===== config.mk =====
export PLATFORM = sky130hd
export DESIGN_NAME = pcseq_call_ret
export DESIGN_NICKNAME = d
export VERILOG_FILES = /design/src/rtl/pcseq_pkg.sv /design/src/rtl/pcseq_call_ret.sv
export SDC_FILE = /design/constraint.sdc
export NUM_CORES = 1
export LEC_CHECK = 0
export CORE_ASPECT_RATIO = 0.75
export CORE_UTILIZATION = 35
export CTS_CLUSTER_DIAMETER = 120
export DETAILED_ROUTE_END_ITERATION = 8
export PLACE_DENSITY_LB_ADDON = 0.1
export SETUP_SLACK_MARGIN = 0.2
export SLEW_MARGIN = 20
export SYNTH_ARGS = -nofsm -noshare
export SYNTH_HDL_FRONTEND = slang
export SYNTH_SLANG_ARGS = --single-unit

===== constraint.sdc =====
create_clock -name clk -period 1.7 [get_ports clk]
set_input_delay 0.34 -clock clk [delete_from_list [all_inputs] [get_ports clk]]
set_output_delay 0.34 -clock clk [all_outputs]
set_load 0.005 [all_outputs]

===== src/rtl/pcseq_pkg.sv =====
// Shared types for the PC sequencer: FSM states, default PC width and the
// request priority decode (call > ret > jump > inc).
package pcseq_pkg;

  localparam int PCSEQ_ADDR_WIDTH = 8;

  typedef enum logic [1:0] {
    IDLE     = 2'd0,
    RET_WAIT = 2'd1,
    FAULT    = 2'd2
  } state_e;

  typedef enum logic [2:0] {
    REQ_NONE = 3'd0,
    REQ_INC  = 3'd1,
    REQ_JUMP = 3'd2,
    REQ_RET  = 3'd3,
    REQ_CALL = 3'd4
  } req_e;

  function automatic req_e req_decode(input logic call, input logic ret,
                                      input logic jump, input logic inc);
    if (call)      return REQ_CALL;
    else if (ret)  return REQ_RET;
    else if (jump) return REQ_JUMP;
    else if (inc)  return REQ_INC;
    else           return REQ_NONE;
  endfunction

endpackage


===== src/rtl/pcseq_call_ret.sv =====
// PC sequencer with CALL/RET in front of an external return-address stack.
// Build macro PCSEQ_STACK_GUARD_EN adds overflow/underflow detection and FAULT.
module pcseq_call_ret
  import pcseq_pkg::*;
#(
  parameter int ADDR_WIDTH = PCSEQ_ADDR_WIDTH,
  parameter int DEPTH      = 8
) (
  input  logic                  clk,
  input  logic                  rstn,
  input  logic                  inc,
  input  logic                  jump,
  input  logic                  call,
  input  logic                  ret,
  input  logic [ADDR_WIDTH-1:0] target,
  output logic [ADDR_WIDTH-1:0] pc,
  output logic                  busy,
  output logic                  overflow_err,
  output logic                  underflow_err,
  output logic                  stk_push,
  output logic                  stk_pop,
  output logic [ADDR_WIDTH-1:0] stk_din,
  input  logic [ADDR_WIDTH-1:0] stk_dout,
  input  logic                  stk_empty,
  input  logic                  stk_full
);

  // Stack depth is tracked by the stack itself; flags are all we need here.
  localparam int unused_depth = DEPTH;

  state_e                  state, state_n;
  logic [ADDR_WIDTH-1:0]   pc_n;
  logic [ADDR_WIDTH-1:0]   pc_inc;
  logic                    ovf_set, udf_set;
  logic                    full_q, empty_q;

  assign pc_inc  = pc + ADDR_WIDTH'(1);
  assign stk_din = pc_inc;
  assign busy    = (state != IDLE);

`ifdef PCSEQ_STACK_GUARD_EN
  assign full_q  = stk_full;
  assign empty_q = stk_empty;
`else
  // Without the guard, full/empty never block a strobe.
  logic unused_flags;
  assign unused_flags = stk_full ^ stk_empty;
  assign full_q  = 1'b0;
  assign empty_q = 1'b0;
`endif

  always_comb begin
    state_n  = state;
    pc_n     = pc;
    stk_push = 1'b0;
    stk_pop  = 1'b0;
    ovf_set  = 1'b0;
    udf_set  = 1'b0;
    case (state)
      IDLE: begin
        case (req_decode(call, ret, jump, inc))
          REQ_CALL: begin
            if (full_q) begin
              ovf_set = 1'b1;
              state_n = FAULT;
            end else begin
              stk_push = 1'b1;
              pc_n     = target;
            end
          end
          REQ_RET: begin
            if (empty_q) begin
              udf_set = 1'b1;
              state_n = FAULT;
            end else begin
              stk_pop = 1'b1;
              state_n = RET_WAIT;
            end
          end
          REQ_JUMP: pc_n = target;
          REQ_INC:  pc_n = pc_inc;
          default:  pc_n = pc;
        endcase
      end
      // Stack output is registered on the pop edge, so it is valid here.
      RET_WAIT: begin
        pc_n    = stk_dout;
        state_n = IDLE;
      end
`ifdef PCSEQ_STACK_GUARD_EN
      FAULT: state_n = FAULT;
`endif
      default: state_n = IDLE;
    endcase
  end

  always_ff @(posedge clk or negedge rstn) begin
    if (!rstn) begin
      state <= IDLE;
      pc    <= '0;
    end else begin
      state <= state_n;
      pc    <= pc_n;
    end
  end

`ifdef PCSEQ_STACK_GUARD_EN
  always_ff @(posedge clk or negedge rstn) begin
    if (!rstn) begin
      overflow_err  <= 1'b0;
      underflow_err <= 1'b0;
    end else begin
      if (ovf_set) overflow_err  <= 1'b1;
      if (udf_set) underflow_err <= 1'b1;
    end
  end
`else
  logic unused_err;
  assign unused_err    = ovf_set ^ udf_set;
  assign overflow_err  = 1'b0;
  assign underflow_err = 1'b0;
`endif

endmodule

Word level (Yosys, flattened, before mapping) --
Index checks and enable logic that the tools add are counted.
Operators by class: reduce and logical (&&, ||, !) cells 5, mux-type cells 13, equality and inequality tests 7, add/subtract/negate cells 1
Operators by type and width (count):
- case mux 8 bit (2 select lines) | 2
- adder 8 x 1 -> 8 bit, second input constant | 1
- two-way mux 2 bit | 4
- == test 3 x 2 -> 1 bit, second input constant | 2
- two-way mux 3 bit | 2
- two-way mux 1 bit | 5
- nonzero test 2 bit | 2
- == test 3 x 1 -> 1 bit, second input constant | 1
- == test 3 bit, second input constant | 1
- != test 3 x 2 -> 1 bit, second input constant | 1
- == test 2 x 1 -> 1 bit, second input constant | 1
- logical NOT 2 bit | 1
- != test 2 x 1 -> 1 bit, second input constant | 1
- AND reduction 2 bit | 1
- OR reduction 2 bit | 1
Storage, ports and cells: input bits 24, output and inout port bits 21, flip-flop bits (word level) 10, word-level logic and storage cells 28

Logic depth before layout (Yosys ltp) --
Gate-level depths: netlist (run 1).
word-level depth 9, gate-level depth with buffers 5, mapped depth without buffers 5

Least setup slack after synthesis (run 1) --
No wires, ideal clock.
kind reg-to-reg, start reg pc[0], end reg pc[6], period minus slack after synthesis 1.562 ns, buffers on the path 0, slack 0.138 ns, arrival time 1.481 ns, library setup time 0.082 ns, data required time 1.618 ns, cell stages (with the launch flop) 6, cells stage by stage dfrtp_1 > ha_1 > nand2_1 > or3_1 > a311o_1 > a31oi_1
Between the ends: cells in the longest elaborated chain, start to end 3
RTL lines:
- start: declaration | line pcseq_call_ret.sv:16 | output logic [ADDR_WIDTH-1:0] pc,
- start signal: assignment | line pcseq_call_ret.sv:103 | pc <= pc_n;
- adder 8 x 1 -> 8 bit | line pcseq_call_ret.sv:37 | assign pc_inc = pc + ADDR_WIDTH'(1);
- case mux 8 bit (2 select lines) | line pcseq_call_ret.sv:61 | case (req_decode(call, ret, jump, inc))
- case mux 8 bit (2 select lines) | line pcseq_call_ret.sv:59 | case (state)
No other way between the ends. A chain may end at the register's enable or synchronous reset.

Final worst setup path (run 1) --
start reg pc[1], end out stk_din[2]
Between the ends: cells in the longest elaborated chain, start to end 1
RTL lines:
- adder 8 x 1 -> 8 bit | line pcseq_call_ret.sv:37
- end: declaration | line pcseq_call_ret.sv:22 | output logic [ADDR_WIDTH-1:0] stk_din,
No other way between the ends.

==> run_results.csv, run 1 <==
group,metric,value,unit
status,status,"complete, but fails checks",
status,violations,"setup timing",
run,maxCapViolCount,0,
pwr,pwr_density_cell,713.0,nW/um^2
sta,fmax,535.8,MHz
floorplan,die_w,53.76,microns
route,viasPerCell,5.445,
pwr,p_clk_share,16.8,%
sta,rsz0062_at_grt,"yes",
synth,avgSynthCellArea,8.176,sq um
pwr,comb_power_share,56.9,%
pwr,p_switching,389.0,uW
synth,synth-seq-cells,9,
sta,fin_ws,-0.1665,ns
synth,synthCells,86,
pwr,p_int,699.4,uW
clocking,clock_path_buffers,2,
synth,synth_seq_area_share,32.03,%
route,dr_total_vias,991,
place,post-place-ws,-0.3614,ns
global_route,grt_overflow,0,
clocking,cts_tree,"done",
setup_path,cp.arrival,1.53,ns
synth,yosysWarnings,0,
synth,synthAdderAreaFrac,1.779,%
synth,synth_xor_area_share,4.982,%
synth,synthSimpleGateAreaFrac,27.76,%
pwr,p_seq_share,26.3,%
setup_path,critPathCaptureType,"primary output",
floorplan,die_h,40.82,microns
clocking,clk-insertion-delay-late,0.28,ns
route,ant_nets,0,
sta,finalMaxSlewViolations,0,
cells_and_area,nets,186,
pwr,irDropWorstVdd,0.0004929,V
place,finalWeightedCongestion,0.7559,
synth,synth_top_area_share,32.03,%
floorplan,ioPinCount,45,
sta,finalSetupViolations,6,
setup_path,cp_max_fo,3,
route,first_pass_iters,4,
synth,syn_area,703.2,sq um
place,port_buffers,40,
floorplan,initial_core_util,38.95,%
cells_and_area,fill_cells,97,
cells_and_area,seq_area,226.5,sq um
floorplan,fp.coreArea,1805,sq um
global_route,grt_pass1_wl,4.160,mm
sta,tns,-0.4624,ns
global_route,grt_max_degree,19,
pwr,p_leak,0.7298,nW
sta,period_needed,1.866,ns
clocking,cts_buffers,3,
setup_path,cp_data_required_time,1.36,ns
route,wl_per_cell,16.61,microns
floorplan,die-area,2194,sq um
synth,synth_top_family_by_area,"simple AND/OR/NAND/NOR gates",
route,wirelength,3.023,mm
cells_and_area,drive_above_1_share,47.50,%
synth,synth.area.top_cells,"dfrtp_1 (32%), nand2_1 (6.4%), nor2_1 (5.3%)",
global_route,grt_use_total,28.93,%
clocking,htreeDepth,1,
sta,period_share,109.8,%
synth,yosysTopAreaCell,"dfrtp_1",
cells_and_area,multi_input_comb_area,566.8,sq um
clocking,clk_pin_slew,0.07,ns
synth,muxShareOfSynthArea,3.559,%
clocking,clockRootBuffer,"clkbuf_4",
route,drc_errors,0,
place,hpwl,1.625,mm
setup_path,crit_type,"reg2out",
pwr,switching_share,35.74,%
synth,synth_cell_types,34,
sta,hold_violations,0,
global_route,antenna_found_initial,0,
synth,synth_compound_gate_area_share,21.35,%
global_route,grt_pass1_vias,893,
clocking,clock-sinks,9,
setup_path,cp-start-kind,"flop",
sta,skew,0.006431,ns
worst_hold_path,min_path_type,"in2async",
route,first_iter_violations,24,
cells_and_area,antenna_cells,0,
floorplan,row_count,13,
cells_and_area,areaGrowthSynthToFinish,117.1,%
==> power groups by stage <==
stage	Combinational (mW)	Sequential [mW]	Clock [mW]
after detailed placement	0.458	0.273	0
after CTS	0.506	0.279	0.182
final	0.620	0.286	0.182
after global routing	0.653	0.288	0.202
after global placement	0.450	0.271	0
after floorplan	0.144	0.287	0
==> worst paths after layout <==
check / start / end / slack [ns] / cells after the start
setup / recovery: pc[1] / stk_din[2] / -0.17 / 6
hold / removal: rstn / pc[5] / 0.38 / 1
setup reg to reg: pc[1] / pc[2] / 0 / 8
hold reg to reg: pc[1] / pc[1] / 0.68 / 2
max in group asynchronous: rstn / pc[0] / 0.97 / 1
min in group clk: ret / state[0] / 0.57 / 3
==> final cells by class <==
cell class / count / share of cell area, %
Clock buffer: 4 / 1.721
Inverter: 4 / 0.9836
Multi-Input combinational cell: 68 / 37.13
Sequential cell: 9 / 14.84
Tap cell: 22 / 1.803
Timing Repair Buffer: 75 / 43.52
==> flip-flops by register name, indices dropped and copies added (netlist names) <==
signal,flops
state,1
pc,8
==> cells in the mapped netlist <==
cell	number
a21oi_1	3
nor2_1	10
clkbuf_1	2
o2bb2a_1	1
or4b_4	1
nor3b_1	1
o21a_1	1
xnor2_1	2
buf_6	1
and2_1	2
inv_1	4
nor4b_4	1
buf_4	3
ha_1	1
or3_1	2
mux2_4	1
nand2b_1	1
nand2_1	12
o21ai_0	2
nand3_1	3
mux2i_1	1
conb_1	1
nor3_1	3
o21ai_1	5
nor2b_1	1
a31o_2	1
o311ai_0	1
a311o_1	2
a22o_1	1
o31ai_1	1
a221o_1	1
dfrtp_1	9
a31oi_1	3
xor2_1	2
==> cell usage in the layout (no fill, tap or decap), drive strengths merged, types with 2 or more instances in the layout <==
master	n
buf	42
clkdlybuf4s50	17
nand2	12
nor2	10
dlygate4sd2	9
dfrtp	9
o21ai	7
clkbuf	7
inv	4
a31oi	3
nand3	3
nor3	3
a21oi	3
xnor2	2
or3	2
and2	2
a311o	2
conb	2
dlymetal6s2s	2
xor2	2
clkdlybuf4s15	2
==> logic make-up (layout without fill, tap and decap cells) <==
logic type | after synthesis | after routing
flops | 9 | 9
mux | 2 | 2
buf+inv | 10 | 83
simple gates | 37 | 37
fa+ha+maj | 1 | 1
xor+xnor | 4 | 4
other cells | 1 | 2
compound gates | 22 | 22
==> worst max-delay path, cell delays in order, from the launching register on <==
cell	delay, ns
dfrtp_1	0.39
buf_6	0.14
ha_4	0.16
buf_4	0.13
buf_6	0.11
xor2_2	0.17
buf_2	0.15
==> timing repair <==
item                                    in CTS  in global routing
resized for setup                           63                 32
endpoints found under the setup margin      27                 19
hold buffers                                 0                  0
buffers inserted                             9                  4
pin swaps                                   14                 16
==> metal layers <==
metal | vias up | part of all wire [%] | GRT usage (%)
met5 | - | 0 | 0
met4 | 0 | 2.9 | 14.47
met3 | 14 | 6.3 | 7.407
met2 | 49 | 51 | 53.09
met1 | 477 | 40 | 31.64
li1 | 451 | - | -
==> stage by stage <==
step	hold WS (ns)	utilization, %	total power, mW	std cells	cell area, sq um
2_1_floorplan	0.04441	-	0.4312	87	708.2
3_3_place_gp	0.5463	70.48	0.7213	165	1272
3_5_place_dp	0.5684	70.48	0.7314	165	1272
4_1_cts	0.3948	78.66	0.9679	178	1420
5_1_grt	0.4117	84.55	1.142	182	1526
6_report	0.3787	84.55	1.088	182	1526
(Power assumes the default switching activity.)
==> run 2, diff against run 1 <==
Settings changed: SLEW_MARGIN 20 to not set.
==> results of run 2 <==
No change in the layout: final DEF, timing and power equal those of run 1.
==> run 3, diff against run 2 <==
Settings changed: PLACE_DENSITY set to 0.79, PLACE_DENSITY_LB_ADDON 0.1 to not set, RECOVER_POWER set to 50.
==> run 3 against run 2 <==
The flow still finishes with violations (setup timing). Combinational power is 15% higher. Sequential share of layout area down 0.81 points. Register-to-register slack worse by 0.11 ns. Sequential power about the same. Die area unchanged. First-iteration DRC count grew to 2.9 times the previous value. Maximum frequency up 3.0%. Critical path depth unchanged. Cell area rose by 6.4%. Largest cell class unchanged.
==> run_results.csv, run 3 (synthesis results as in run 1) <==
group,metric,value,unit
status,status,"complete, but fails checks",
status,violations,"setup timing",
route,drc_errors,0,
sta,fmax,551.7,MHz
place,port_buffers,40,
place,hpwl,1.912,mm
global_route,grt_max_degree,19,
route,ant_nets,0,
sta,period_needed,1.813,ns
route,first_iter_violations,69,
place,placed_area,1267,sq um
place,finalWeightedCongestion,0.7797,
sta,worstMarginPinSlew,0.5013,ns
worst_hold_path,min_path_type,"in2reg",
run,maxCapViolCount,0,
route,first_pass_iters,4,
floorplan,die-area,2194,sq um
clocking,clk-insertion-delay-late,0.27,ns
sta,hold_violations,0,
floorplan,fp.coreArea,1805,sq um
cells_and_area,reg.largest.list,"pc: 8 flops, state: 1 flops",
floorplan,ioPinCount,45,
pwr,p_leak,0.7763,nW
sta,skew,0.0009800,ns
cells_and_area,fin_util,89.95,%
global_route,grt_use_total,31.54,%
global_route,antenna_found_initial,0,
setup_path,r2r-end,"pc[6]",
floorplan,initial_core_util,38.95,%
setup_path,crit_chain,"ha_4 -> nand2_2 -> or3_4 -> buf_4 -> a311o_1 -> a31oi_2",
cells_and_area,drive_above_1_share,54.65,%
global_route,grt_overflow,0,
setup_path,cp_data_required_time,1.88,ns
route,wl_per_cell,20.83,microns
setup_path,ff2ff_path_depth,6,
route,dr_total_vias,1109,
cells_and_area,antenna_cells,0,
sta,max-slew-margin-rel,66.47,%
cells_and_area,final_common_cell,"buf_4",
setup_path,critPathSlowestCell,"dfrtp_2",
floorplan,die_w,53.76,microns
worst_hold_path,min_path_cells,3,
global_route,grt_pass1_vias,961,
cells_and_area,final_cells,194,
setup_path,cp.arrival,1.99,ns
sta,tns,-0.5456,ns
setup_path,crit_type,"reg2reg",
place,dpl.cell_count,166,
sta,period_share,106.6,%
global_route,grt_pass1_wl,4.526,mm
clocking,clock_path_buffers,2,
sta,rsz0062_at_grt,"yes",
cells_and_area,final_cell_mix,"buf_4 (26), buf_6 (20), clkdlybuf4s50_1 (17)",
clocking,cts_tree,"done",
cells_and_area,nets,198,
sta,finalSetupViolations,7,
setup_path,cp-start-kind,"flop",
clocking,htreeDepth,1,
floorplan,die_h,40.82,microns
clocking,cts_buffers,3,
setup_path,r2r_slack,-0.11,ns
pwr,irDropWorstVdd,0.0005808,V
cells_and_area,design_area,1624,sq um
worst_hold_path,hold_path_end,"state[0]",
sta,fin_ws,-0.1127,ns
setup_path,timing.rr.start,"pc[0]",
route,viasPerCell,5.716,
route,wirelength,4.041,mm
pwr,pwr_density_cell,723.0,nW/um^2
clocking,clock-sinks,9,
floorplan,row_count,13,
cells_and_area,largest_reg_flops,8,
setup_path,slowest_delay,0.43,ns
worst_hold_path,min_from,"ret",
cells_and_area,areaGrowthSynthToFinish,131.0,%
clocking,clk_pin_slew,0.07,ns
sta,finalMaxSlewViolations,0,
clocking,clockRootBuffer,"clkbuf_4",
cells_and_area,largest-register,"pc",
setup_path,critPathCaptureType,"flop",
setup_path,cp_max_fo,3,
run 3: cell count changes in the layout (fill, tap and decap cells not counted), moves of 2 or more:
cell	change
clkbuf_2	+3
nor2_1	-2
buf_2	+3
buf_4	+2
dlygate4sd2_1	-5
buf_6	+9
run 3: power by group:
group,leakage (nW),switching [mW],internal [mW],total [mW]
logic,0.657,0.306,0.404,0.710
registers,0.105,0.0398,0.245,0.285
clock network,0.0150,0.0881,0.0909,0.179
total,0.776,0.434,0.740,1.17
run 3: worst max path at each step:
| stage | start | endpoint | slack (ns) | cells past startpoint |
|---|---|---|---|---|
| floorplan | jump | pc[1] | 0.14 | 5 |
| global placement | jump | pc[6] | -0.33 | 7 |
| detailed placement | ret | pc[2] | -0.37 | 7 |
| CTS | pc[1] | stk_din[6] | -0.07 | 5 |
| global route | pc[0] | pc[6] | -0.23 | 6 |
| finish | pc[0] | pc[6] | -0.11 | 6 |
run 3: worst max-delay path: cells and delay by family (launching register included):
family                     cells  cell delay, ns
buffers and inverters          1            0.14
adders and majority gates      1            0.18
DFF                            1            0.43
AOI/OAI and AO/OA              2            0.55
and+or+nand+nor                2            0.42
run 3: area by class of cell:
type                            instances  area (sq um)
Timing Repair Buffer                   87         754.5
Tap cell                               22         27.53
Clock buffer                            4         26.28
Multi-Input combinational cell         68         570.5
Sequential cell                         9         227.7
Inverter                                4         17.52
Fill cell                              75         181.4
run 3: timing repair:
item | in CTS | in global routing
endpoints found under the setup margin | 27 | 20
setup buffers | 17 | 7
hold buffers | 0 | 0
resized for setup | 83 | 40
pin swaps | 16 | 17
run 3: layer usage:
| metal | GRT usage [%] | vias to the layer above | part of all wire (%) |
|---|---|---|---|
| met4 | 15.13 | 0 | 4.1 |
| li1 | - | 471 | - |
| met1 | 36.38 | 542 | 39 |
| met3 | 7.407 | 20 | 6.8 |
| met5 | 0 | - | 0 |
| met2 | 56.17 | 76 | 50 |
run 3: per-stage QoR:
stage | worst slack [ns] | hold WS (ns) | total power [mW]
6_report | -0.1127 | 0.4339 | 1.174
2_1_floorplan | 0.1380 | 0.04441 | 0.4312
3_3_place_gp | -0.3284 | 0.5548 | 0.7346
5_1_grt | -0.2311 | 0.4403 | 1.220
3_5_place_dp | -0.3727 | 0.6017 | 0.7471
4_1_cts | -0.06831 | 0.3901 | 1.023
